<file path="src/rtl/mux_pkg.sv">
// Shared definitions for the N:1 selector family: skid-stage state encoding
// and the select-width helper used to size the select port.
package mux_pkg;

  typedef enum logic [1:0] {
    ST_EMPTY = 2'd0,
    ST_ONE   = 2'd1,
    ST_TWO   = 2'd2
  } state_t;

  // A two-input mux still needs one select bit, so clamp the minimum at 1.
  function automatic int selWidth(input int n);
    return (n <= 2) ? 1 : $clog2(n);
  endfunction

endpackage

</file>
<file path="src/rtl/mux_nto1.sv">
// Combinational WIDTH x NUM_IN selector. An out-of-range select yields zero
// data with the error flag raised.
module mux_nto1
  import mux_pkg::*;
#(
  parameter int WIDTH  = 5,
  parameter int NUM_IN = 3,
  parameter int SEL_W  = selWidth(NUM_IN)
) (
  input  logic [NUM_IN*WIDTH-1:0] in_bus,
  input  logic [SEL_W-1:0]        sel,
  output logic [WIDTH-1:0]        sel_data,
  output logic                    sel_err
);

  always_comb begin
    sel_data = '0;
    sel_err  = 1'b1;
    for (int k = 0; k < NUM_IN; k++) begin
      if (sel == SEL_W'(k)) begin
        sel_data = in_bus[k*WIDTH +: WIDTH];
        sel_err  = 1'b0;
      end
    end
  end

endmodule

</file>
<file path="src/rtl/mux_nto1_skid.sv">
// N:1 selector with a two-entry valid/ready skid stage, or a pure
// combinational pass-through when BYPASS is set.
module mux_nto1_skid
  import mux_pkg::*;
#(
  parameter int WIDTH  = 5,
  parameter int NUM_IN = 3,
  parameter int SEL_W  = selWidth(NUM_IN),
  parameter bit BYPASS = 1'b0
) (
  input  logic                    clk,
  input  logic                    rst_n,
  input  logic [NUM_IN*WIDTH-1:0] in_bus,
  input  logic [SEL_W-1:0]        sel,
  input  logic                    in_valid,
  output logic                    in_ready,
  output logic [WIDTH-1:0]        out_data,
  output logic                    out_err,
  output logic                    out_valid,
  input  logic                    out_ready
);

  logic [WIDTH-1:0] w_selData;
  logic             w_selErr;

  mux_nto1 #(
    .WIDTH  (WIDTH),
    .NUM_IN (NUM_IN),
    .SEL_W  (SEL_W)
  ) u_mux (
    .in_bus   (in_bus),
    .sel      (sel),
    .sel_data (w_selData),
    .sel_err  (w_selErr)
  );

  if (BYPASS) begin : g_bypass

    assign out_data  = w_selData;
    assign out_err   = w_selErr;
    assign out_valid = in_valid;
    assign in_ready  = out_ready;

  end else begin : g_skid

    state_t           r_state;
    state_t           w_nextState;
    logic [WIDTH-1:0] r_mainData;
    logic             r_mainErr;
    logic [WIDTH-1:0] r_skidData;
    logic             r_skidErr;
    logic             w_acc;
    logic             w_pop;
    logic             w_loadMain;
    logic             w_loadSkid;
    logic             w_mainFromSkid;

    // in_ready comes from the state flops alone, so out_ready never reaches it.
    assign in_ready  = (r_state != ST_TWO);
    assign out_valid = (r_state != ST_EMPTY);
    assign out_data  = r_mainData;
    assign out_err   = r_mainErr;
    assign w_acc     = in_valid && in_ready;
    assign w_pop     = out_valid && out_ready;

    always_comb begin
      w_nextState    = r_state;
      w_loadMain     = 1'b0;
      w_loadSkid     = 1'b0;
      w_mainFromSkid = 1'b0;
      case (r_state)
        ST_EMPTY: begin
          if (w_acc) begin
            w_nextState = ST_ONE;
            w_loadMain  = 1'b1;
          end
        end
        ST_ONE: begin
          if (w_acc && w_pop) begin
            w_loadMain = 1'b1;
          end else if (w_acc) begin
            w_nextState = ST_TWO;
            w_loadSkid  = 1'b1;
          end else if (w_pop) begin
            w_nextState = ST_EMPTY;
          end
        end
        ST_TWO: begin
          if (w_pop) begin
            w_nextState    = ST_ONE;
            w_mainFromSkid = 1'b1;
          end
        end
        default: w_nextState = ST_EMPTY;
      endcase
    end

    // Data registers load only on an accepted beat, so idle X never gets in.
    always_ff @(posedge clk) begin
      if (!rst_n) begin
        r_state    <= ST_EMPTY;
        r_mainData <= '0;
        r_mainErr  <= 1'b0;
        r_skidData <= '0;
        r_skidErr  <= 1'b0;
      end else begin
        r_state <= w_nextState;
        if (w_loadMain) begin
          r_mainData <= w_selData;
          r_mainErr  <= w_selErr;
        end else if (w_mainFromSkid) begin
          r_mainData <= r_skidData;
          r_mainErr  <= r_skidErr;
        end
        if (w_loadSkid) begin
          r_skidData <= w_selData;
          r_skidErr  <= w_selErr;
        end
      end
    end

  end

endmodule
</file>
<file path="config.mk">
export PLATFORM = sky130hd
export DESIGN_NAME = mux_nto1_skid
export DESIGN_NICKNAME = d
export VERILOG_FILES = /design/src/rtl/mux_pkg.sv /design/src/rtl/mux_nto1.sv /design/src/rtl/mux_nto1_skid.sv
export SDC_FILE = /design/constraint.sdc
export NUM_CORES = 1
export LEC_CHECK = 0
export ABC_CLOCK_PERIOD_IN_PS = 3300
export BUFFER_PORTS_ARGS = -buffer_cell sky130_fd_sc_hd__buf_4
export CORE_UTILIZATION = 50
export DETAILED_ROUTE_END_ITERATION = 12
export PLACE_DENSITY = 0.83
export SYNTH_ARGS = -nofsm -noshare
export SYNTH_HDL_FRONTEND = slang
export SYNTH_HIERARCHICAL = 1
export SYNTH_SLANG_ARGS = --single-unit
export TNS_END_PERCENT = 20
</file>
<file path="constraint.sdc">
create_clock -name clk -period 3.3 [get_ports clk]
set_input_delay 0.165 -clock clk [delete_from_list [all_inputs] [get_ports clk]]
set_output_delay 0.165 -clock clk [all_outputs]
set_load 0.005 [all_outputs]
</file>
==> out/qor.txt, run 1 <==
Max Fclk: 771 MHz
Max-slew headroom: 0.736
H-tree Lvls: 1
maximum count of clock buffers along a single path: 2
global-route wire length before repair: 2270 microns
slowest stage delay, CP: 0.53 ns
sequential fraction of the synthesis area: 0.378
worst hold path stage count: 3
synth-to-layout area growth: 32.8%
ranking of synthesized cells by area: dfxtp_1 38%, mux2i_1 15%, o221a_1 9.1%
Critical-path top delay cell: and4bb_1
setup ws final: 2.00 ns
Hold Path Class: in2reg
area of the mapped netlist: 741 sq um
fraction of final layout cells with drive strength greater than 1: 0.421
portion of the clock cycle consumed by the worst path in the final layout: 0.393
post-route DRC violation count: 0
start-to-end type of the worst setup path: reg2reg
highest-count cells in the layout ignoring fill and taps: 28 x buf_4, 14 x dfxtp_1, 11 x mux2i_1
type of element launching the critical path: flop
post-CTS repair timing setup buffer count: 0
sort of element at the end of the critical path: flop
Synth Area per Inst: 11.2 sq um
Crit Path Max Fanout: 6
power density over the cells: 391 nW/um^2
proportion of netlist area held by the largest area contributor: 0.378
count of clock tree sinks: 14
cells along the critical path: and4bb_1 > mux2i_1 > nor2b_1
final sum of negative setup slack: 0 ns
clock root cell: clkbuf_4
shortest period the worst path allows: 1.30 ns
antenna violations before repair: 0
CTS clk-pin slew, worst paths: 0.09 ns
overall power consumption: 0.000385 W
width of the chip: 40.5 microns
vertical die dimension: 40.5 microns
reg2reg path depth: 3
final routed wirelength across all metal layers: 1640 microns
remaining antenna violation count: 0
Cells after Synth: 66
total vias in the final route: 605
number of flip-flops and latches in the synthesized netlist: 14
Finish-stage setup viols: 0
final net count: 117
Core ar.: 1330 sq um
clock insertion delay at the later pin of the skew report: 0.28 ns
slew at the pin closest to its max-slew limit: 0.395 ns
number of global-route vias before repair: 499
RePlAce Congestion: 0.656
number of inserted diodes: 0
HPWL Detailed: 1200 microns
number of buffers inserted during clock tree synthesis: 3
status: completed
count of buffers inserted at the top-level ports: 28
number of buffers inserted by hold repair at cts: 0
Max-Cap Viols: 0
TritonCTS clock tree: built
worst voltage drop across the vdd grid: 0.000248 V
count of distinct cell types in the synthesized netlist: 21
initial detailed-routing violation count: 9
Die ar.: 1640 sq um
total gr overflow: 0
detail-routed via count per cell: 5.50
cell row count: 13
setup slack at placement: 2.00 ns
maximum number of pins on one net before global-route repair: 15
initial cell density of the core: 0.555
# resized after CTS: 0
Worst Path Arrival: 1.48 ns
post-synth top area cell: dfxtp_1
GR Util All Layers: 0.222
required time of the worst setup path: 3.49 ns
RSZ-0062 raised after global routing: false
warnings from Yosys: 6
count of pins on the block boundary: 29
Mapped Nets: 87
Lkg Pwr: 0.429 nW
worst clock skew: 0.00771 ns
Pre-Repair DR Iteration Count: 4
final hold viol count: 0
final number of max-transition violations: 0
commonest non-fill, non-tap cell in the layout: buf_4
final routed wire length divided by cell count: 14.9 microns
final timing paths:
path,startpoint,to,slack [ns]
max,g_skid.r_state[1],g_skid.r_skidErr,2.00
min,out_ready,g_skid.r_state[1],0.18
min reg2reg,g_skid.r_state[0],g_skid.r_state[1],0.52
max reg2reg,g_skid.r_state[1],g_skid.r_skidErr,2.00
worst max-delay path, delay by kind of cell (launching register included):
| family | cells | cell delay (ns) |
|---|---|---|
| multiplexers | 1 | 0.24 |
| AND/OR/NAND/NOR | 2 | 0.59 |
| flip-flops | 1 | 0.38 |
cell type report:
type,instances,area [sq um]
repair buffers,28,210
fillers,108,350
clock buffers,4,36.3
multi-input cells,49,438
flip-flops and latches,14,280
well taps,15,18.8
cells in the mapped netlist:
cell / instances
and2_2: 1
and4bb_1: 1
mux2i_1: 11
o221a_1: 6
nand2b_1: 3
clkbuf_1: 1
dfxtp_1: 14
nor2b_1: 7
o2bb2ai_1: 5
nand3b_4: 1
a21bo_4: 1
buf_4: 1
nand2_1: 2
o21a_2: 3
buf_6: 1
o31a_1: 1
a21boi_1: 1
o21a_1: 3
or2_2: 1
a21oi_1: 1
nor2b_4: 1
kinds of logic after synthesis:
| kind of cell | synth area share |
|---|---|
| AOI/OAI and AO/OA | 0.267 |
| buffers and inverters | 0.0304 |
| DFF | 0.378 |
| muxes | 0.149 |
| and+or+nand+nor | 0.176 |
routing by layer:
layer | global-route usage | share of wire
met1 | 0.278 | 0.48
met2 | 0.333 | 0.45
met3 | 0.100 | 0.051
met4 | 0.0750 | 0.010
met5 | 0 | 0
where the power goes:
group,internal [W],switching [W]
Clock,0.0000672,0.0000566
Combinational,0.0000474,0.0000300
Sequential,0.000178,0.00000576
Total,0.000293,0.0000923
flip-flops by register name (all words and copies together) (netlist names):
signal             flops
g_skid.r_skidErr       1
out_data               5
g_skid.r_state         2
out_err                1
g_skid.r_skidData      5
per-stage QoR:
stage / utilization / hold slack [ns] / instance area [sq um] / cells
2_1_floorplan: - / 0.294 / 741 / 66
3_3_place_gp: 0.710 / 0.468 / 947 / 106
3_5_place_dp: 0.710 / 0.470 / 947 / 106
4_1_cts: 0.737 / 0.169 / 983 / 110
5_1_grt: 0.737 / 0.176 / 983 / 110
6_report: 0.737 / 0.182 / 983 / 110
Note: power is estimated with default switching activity, not from simulation.
==> inputs of run 2 (changes only) <==
- ABC_AREA: default -> 1
- ABC_CLOCK_PERIOD_IN_PS: 3300 -> 1300
- CORE_UTILIZATION: 50 -> 48
- PLACE_DENSITY: 0.83 -> 0.78
- clock period: 3.3 -> 1.3 ns (I/O delays scaled with it)
==> run 2 against run 1 <==
Sequential power grew to 2.6 times the previous value. Register-to-register slack got worse by 1.9 ns. Cell area is 9.2% higher. Non-clock buffer count grew 2. Via count rose by 47%. Die area rose by 15%. Critical path type unchanged. Critical endpoint unchanged. Largest cell class unchanged. Largest power group unchanged. Highest routed layer unchanged.
==> out/qor.txt, run 2 <==
status: completed
warnings from Yosys: 6 (unchanged)
Max Fclk: 818 MHz (+6.1%)
RePlAce Congestion: 0.772 (+18%)
ranking of synthesized cells by area: dfxtp_1 34%, nor2_1 15%, nand2_1 13%
total vias in the final route: 890 (+47%)
proportion of netlist area held by the largest area contributor: 0.341 (-0.0374)
count of distinct cell types in the synthesized netlist: 15 (-29%)
clock insertion delay at the later pin of the skew report: 0.29 ns (about the same)
Hold Path Class: in2reg
final sum of negative setup slack: 0 ns (unchanged)
Hold Path Sink: out_data[0]
Worst setup startpoint: g_skid.r_state[0]
TritonCTS clock tree: built
portion of the clock cycle consumed by the worst path in the final layout: 0.940 (+0.547)
power density over the cells: 965 nW/um^2 (+150%)
post-synth top area cell: dfxtp_1
slew at the pin closest to its max-slew limit: 0.248 ns (-0.147 ns)
reg2reg setup slack: 0.08 ns (-1.92 ns)
highest-count cells in the layout ignoring fill and taps: 33 x nor2_1, 30 x buf_4, 28 x nand2_1
final routed wire length divided by cell count: 9.77 microns (-35%)
width of the chip: 43.4 microns (+7.1%)
required time of the worst setup path: 1.48 ns (-2.01 ns)
Synth Area per Inst: 6.28 sq um (-44%)
H-tree Lvls: 1 (unchanged)
type of element launching the critical path: flop
HPWL Detailed: 1430 microns (+19%)
count of clock tree sinks: 14 (unchanged)
total gr overflow: 0 (unchanged)
count leader, synth: nor2_1
number of buffers inserted during clock tree synthesis: 3 (unchanged)
dominant synthesized flop cell: dfxtp_1
sequential fraction of the synthesis area: 0.341 (-0.0374)
Finish-stage setup viols: 0 (unchanged)
cell types with the highest counts after synthesis: 33 x nor2_1, 29 x nand2_1, 17 x nand3_1
antenna violations before repair: 0 (unchanged)
reg2reg path depth: 5 (+2)
commonest non-fill, non-tap cell in the layout: nor2_1
fraction of synthesis flops using an asynchronous set or reset pin: 0 (unchanged)
RSZ-0062 raised after global routing: false
worst voltage drop across the vdd grid: 0.000637 V (+160%)
initial cell density of the core: 0.527 (-0.0281)
Core ar.: 1560 sq um (+17%)
cell row count: 14 (+1)
detail-routed via count per cell: 5.03 (-8.6%)
number of inserted diodes: 0 (unchanged)
critical register-to-register path startpoint: g_skid.r_state[0]
number of buffers inserted by hold repair at cts: 0 (unchanged)
final net count: 183 (+56%)
setup slack at placement: 0.0884 ns (-1.92 ns)
final number of max-transition violations: 0 (unchanged)
number of flip-flops and latches in the synthesized netlist: 14 (unchanged)
remaining antenna violation count: 0 (unchanged)
maximum number of pins on one net before global-route repair: 15 (unchanged)
Worst Hold Launch: rst_n
Worst Path Arrival: 1.40 ns (-0.08 ns)
Lkg Pwr: 0.552 nW (+29%)
setup ws final: 0.0777 ns (-1.92 ns)
post-route DRC violation count: 0 (unchanged)
number of global-route vias before repair: 795 (+59%)
Crit Path Max Fanout: 8 (+2)
count of buffers inserted at the top-level ports: 28 (unchanged)
shortest period the worst path allows: 1.22 ns (-0.0752 ns)
start-to-end type of the worst setup path: reg2reg
# resized after CTS: 0 (unchanged)
initial detailed-routing violation count: 10 (+1)
final routed wirelength across all metal layers: 1730 microns (+5.4%)
vertical die dimension: 43.4 microns (+7.1%)
GR Util All Layers: 0.210 (-0.0121)
Pre-Repair DR Iteration Count: 4 (unchanged)
count of pins on the block boundary: 29 (unchanged)
Cells after Synth: 131 (+98%)
Mapped Nets: 152 (+75%)
global-route wire length before repair: 2980 microns (+31%)
Max-Cap Viols: 0 (unchanged)
number of synthesized flops with an enable pin: 0 (unchanged)
Die ar.: 1880 sq um (+15%)
clock root cell: clkbuf_4
Max-slew headroom: 0.834 (+0.0978)
sort of element at the end of the critical path: flop
fraction of final layout cells with drive strength greater than 1: 0.255 (-0.166)
synth-to-layout area growth: 30.6%
worst clock skew: 0.00336 ns (-0.00435 ns)
CTS clk-pin slew, worst paths: 0.09 ns (about the same)
r2r endpoint: g_skid.r_skidErr
post-CTS repair timing setup buffer count: 0 (unchanged)
final hold viol count: 0 (unchanged)
area of the mapped netlist: 822 sq um (+11%)
maximum count of clock buffers along a single path: 2 (unchanged)
worst hold path stage count: 3 (unchanged)
run 2: worst max path at each step:
stage	end	slack (ns)	cells after the start
CTS	g_skid.r_skidErr	0.07	6
finish	g_skid.r_skidErr	0.08	5
global placement	out_data[0]	0.15	6
global route	g_skid.r_skidErr	0.01	5
floorplan	out_data[0]	0.24	5
detailed placement	g_skid.r_skidErr	0.09	6
run 2: per-stage QoR:
stage | cells | power (W) | area [sq um] | util | hold slack, ns
CTS | 177 | 0.00104 | 1070 | 0.684 | 0.0714
global route | 177 | 0.00109 | 1070 | 0.689 | 0.0991
detailed placement | 173 | 0.000723 | 1030 | 0.661 | 0.382
floorplan | 131 | 0.000628 | 822 | - | 0.197
global placement | 173 | 0.000717 | 1030 | 0.661 | 0.381
finish | 177 | 0.00104 | 1070 | 0.689 | 0.0771
run 2: cells by family after synthesis:
family                 after synthesis  share of synthesized area
AND/OR/NAND/NOR                     88                      0.481
buffers and inverters               19                      0.114
flip-flops                          14                      0.341
AO/OA/AOI/OAI                       10                     0.0639
run 2: cell type report:
class / instances / area, sq um
fillers: 129 / 485
well taps: 16 / 20.0
clock buffers: 4 / 36.3
inverters: 15 / 56.3
repair buffers: 30 / 225
flip-flops and latches: 14 / 280
multi-input cells: 98 / 455
run 2: metal layers:
layer / part of all wire / track usage / vias up
met2: 0.50 / 0.385 / 31
met1: 0.42 / 0.221 / 382
li1: - / - / 470
met4: 0.032 / 0.144 / 0
met5: 0 / 0 / -
met3: 0.050 / 0.0250 / 7
run 2: critical path, cell delays in order (launching register included):
cell	delay, ns
dfxtp_1	0.37
inv_1	0.10
nor2_1	0.13
nand2_1	0.19
o21ai_0	0.25
nor2_1	0.07
run 2: where the power goes:
group | total (W) | switching, W | internal [W]
clock | 0.000321 | 0.000150 | 0.000171
sequential | 0.000470 | 0.0000141 | 0.000456
combinational | 0.000245 | 0.000123 | 0.000122
total | 0.00104 | 0.000288 | 0.000749
==> inputs of run 3 (changes only) <==
- ABC_CLOCK_PERIOD_IN_PS: 1300 -> 1150
- CELL_PAD_IN_SITES_DETAIL_PLACEMENT: default -> 0
- CELL_PAD_IN_SITES_GLOBAL_PLACEMENT: default -> 2
- CORE_ASPECT_RATIO: default -> 1.1
- CORE_UTILIZATION: 48 -> 24
- PLACE_DENSITY: 0.78 -> 0.77
- clock period: 1.3 -> 1.15 ns (I/O delays scaled with it)
==> run 3 against run 2 <==
Total power rose by 14%. Clock skew fell by 0.0023 ns. Combinational power rose by 22%. The flow now finishes with violations (DRC). Wire length rose by 8.8%. Global-route usage shrank 9.6 points. Largest power group unchanged. Critical path depth down 1. Cell area rose by 6.3%. Sequential cell count stayed put. Setup slack hardly changed. Sequential power grew 13%. Critical path type is now reg2out.
==> out/qor.txt, run 3 (synthesized netlist as in run 2, its figures left out) <==
status: finished with violations
violated checks: DRC
Max-Cap Viols: 0 (unchanged)
final net count: 187 (+2.2%)
Pre-Repair DR Iteration Count: 8 (+4)
final routed wire length divided by cell count: 9.46 microns (-3.2%)
number of inserted diodes: 0 (unchanged)
Hold Path Class: in2reg
RePlAce Congestion: 0.755 (-2.2%)
number of buffers inserted during clock tree synthesis: 3 (unchanged)
count of clock tree sinks: 14 (unchanged)
cell row count: 21 (+7)
clock root cell: clkbuf_4
CTS clk-pin slew, worst paths: 0.09 ns (about the same)
total gr overflow: 0 (unchanged)
RSZ-0062 raised after global routing: true
portion of the clock cycle consumed by the worst path in the final layout: 0.932
count of placed standard cells including taps: 194 (+12%)
highest-count cells in the layout ignoring fill and taps: 33 x buf_4, 32 x nor2_1, 27 x nand2_1
Crit Path Max Fanout: 4 (-4)
Worst Path Arrival: 1.01 ns (-0.39 ns)
required time of the worst setup path: 1.09 ns (-0.39 ns)
final number of max-transition violations: 0 (unchanged)
type of element launching the critical path: flop
final standard cell count with taps included and fillers excluded: 199 (+12%)
start-to-end type of the worst setup path: reg2out
maximum count of clock buffers along a single path: 2 (unchanged)
number of global-route vias before repair: 800 (+0.63%)
detail-routed via count per cell: 4.18 (-17%)
shortest period the worst path allows: 1.07 ns
synth-to-layout area growth: 38.8%
final hold viol count: 0 (unchanged)
worst clock skew: 0.00107 ns (-0.00228 ns)
Finish-stage setup viols: 0 (unchanged)
slew at the pin closest to its max-slew limit: 0.193 ns (-0.0548 ns)
HPWL Detailed: 1560 microns (+8.9%)
final routed wirelength across all metal layers: 1880 microns (+8.8%)
global-route wire length before repair: 3240 microns (+8.6%)
antenna violations before repair: 0 (unchanged)
number of buffers inserted by hold repair at cts: 0 (unchanged)
clock insertion delay at the later pin of the skew report: 0.27 ns (-0.02 ns)
Core ar.: 3150 sq um (+100%)
count of buffers inserted at the top-level ports: 28 (unchanged)
cell area after layout: 1140 sq um (+6.3%)
final sum of negative setup slack: 0 ns (unchanged)
initial cell density of the core: 0.261 (-0.267)
Max-slew headroom: 0.870 (+0.0356)
Lkg Pwr: 0.576 nW (+4.2%)
H-tree Lvls: 1 (unchanged)
initial detailed-routing violation count: 15 (+5)
width of the chip: 57.8 microns (+33%)
commonest non-fill, non-tap cell in the layout: buf_4
Max Fclk: 933 MHz
worst voltage drop across the vdd grid: 0.000311 V (-51%)
sort of element at the end of the critical path: output port
maximum number of pins on one net before global-route repair: 14 (-1)
total vias in the final route: 831 (-6.6%)
placed standard-cell area: 1090 sq um (+5.6%)
vertical die dimension: 63.4 microns (+46%)
GR Util All Layers: 0.113 (-0.0961)
remaining antenna violation count: 0 (unchanged)
count of pins on the block boundary: 29 (unchanged)
Die ar.: 3660 sq um (+95%)
fraction of final layout cells with drive strength greater than 1: 0.303 (+0.0484)
TritonCTS clock tree: built
post-route DRC violation count: 2 (+2)
power density over the cells: 1040 nW/um^2 (+7.5%)
## run 3: timing repair
item / 4_1_cts / 5_1_grt
buffers inserted: 0 / 1
gates resized for setup: 2 / 7
pin swaps: 0 / 2
endpoints found under the setup margin: 6 / 13
## run 3: critical path: stages, from the launching register on
cell and delay [ns]:
dfxtp_2 0.35, buf_4 0.14, nor2_1 0.09, inv_1 0.04, buf_4 0.12
## run 3: per-layer routing
metal / part of all wire / track usage / wire length (microns)
met1: 0.48 / 0.139 / 906
met2: 0.46 / 0.190 / 870
met3: 0.037 / 0.00616 / 69
met4: 0.019 / 0.0714 / 35
met5: 0 / 0 / 0
## run 3: layout make-up
cell class	count	area [sq um]
clock buffer	4	36.3
fill	366	2010
inverter	15	56.3
multi-input combinational	98	455
sequential	14	283
tap	34	42.5
timing repair buffer	34	268
## run 3: path summary, 6_finish.rpt
check,from,to,slack [ns],cells after the start
min reg2reg,g_skid.r_skidData[4],g_skid.r_skidData[4],0.49,2
min,rst_n,out_err,0.09,3
max,g_skid.r_state[1],out_valid,0.08,4
max reg2reg,g_skid.r_state[1],out_err,0.10,7
## run 3: where the power goes
group | internal (W) | switching (W)
Combinational | 0.000154 | 0.000146
Clock | 0.000192 | 0.000161
Sequential | 0.000516 | 0.0000147
Total | 0.000863 | 0.000322
## run 3: stage by stage
step           utilization  setup slack [ns]  total power [W]  hold slack (ns)
2_1_floorplan            -            0.0855         0.000710            0.189
5_1_grt              0.362           -0.0277          0.00127           0.0925
4_1_cts              0.357            0.0350          0.00120           0.0781
6_report             0.362            0.0779          0.00118           0.0878
3_5_place_dp         0.345           -0.0482         0.000836            0.383
3_3_place_gp         0.345           -0.0213         0.000834            0.382
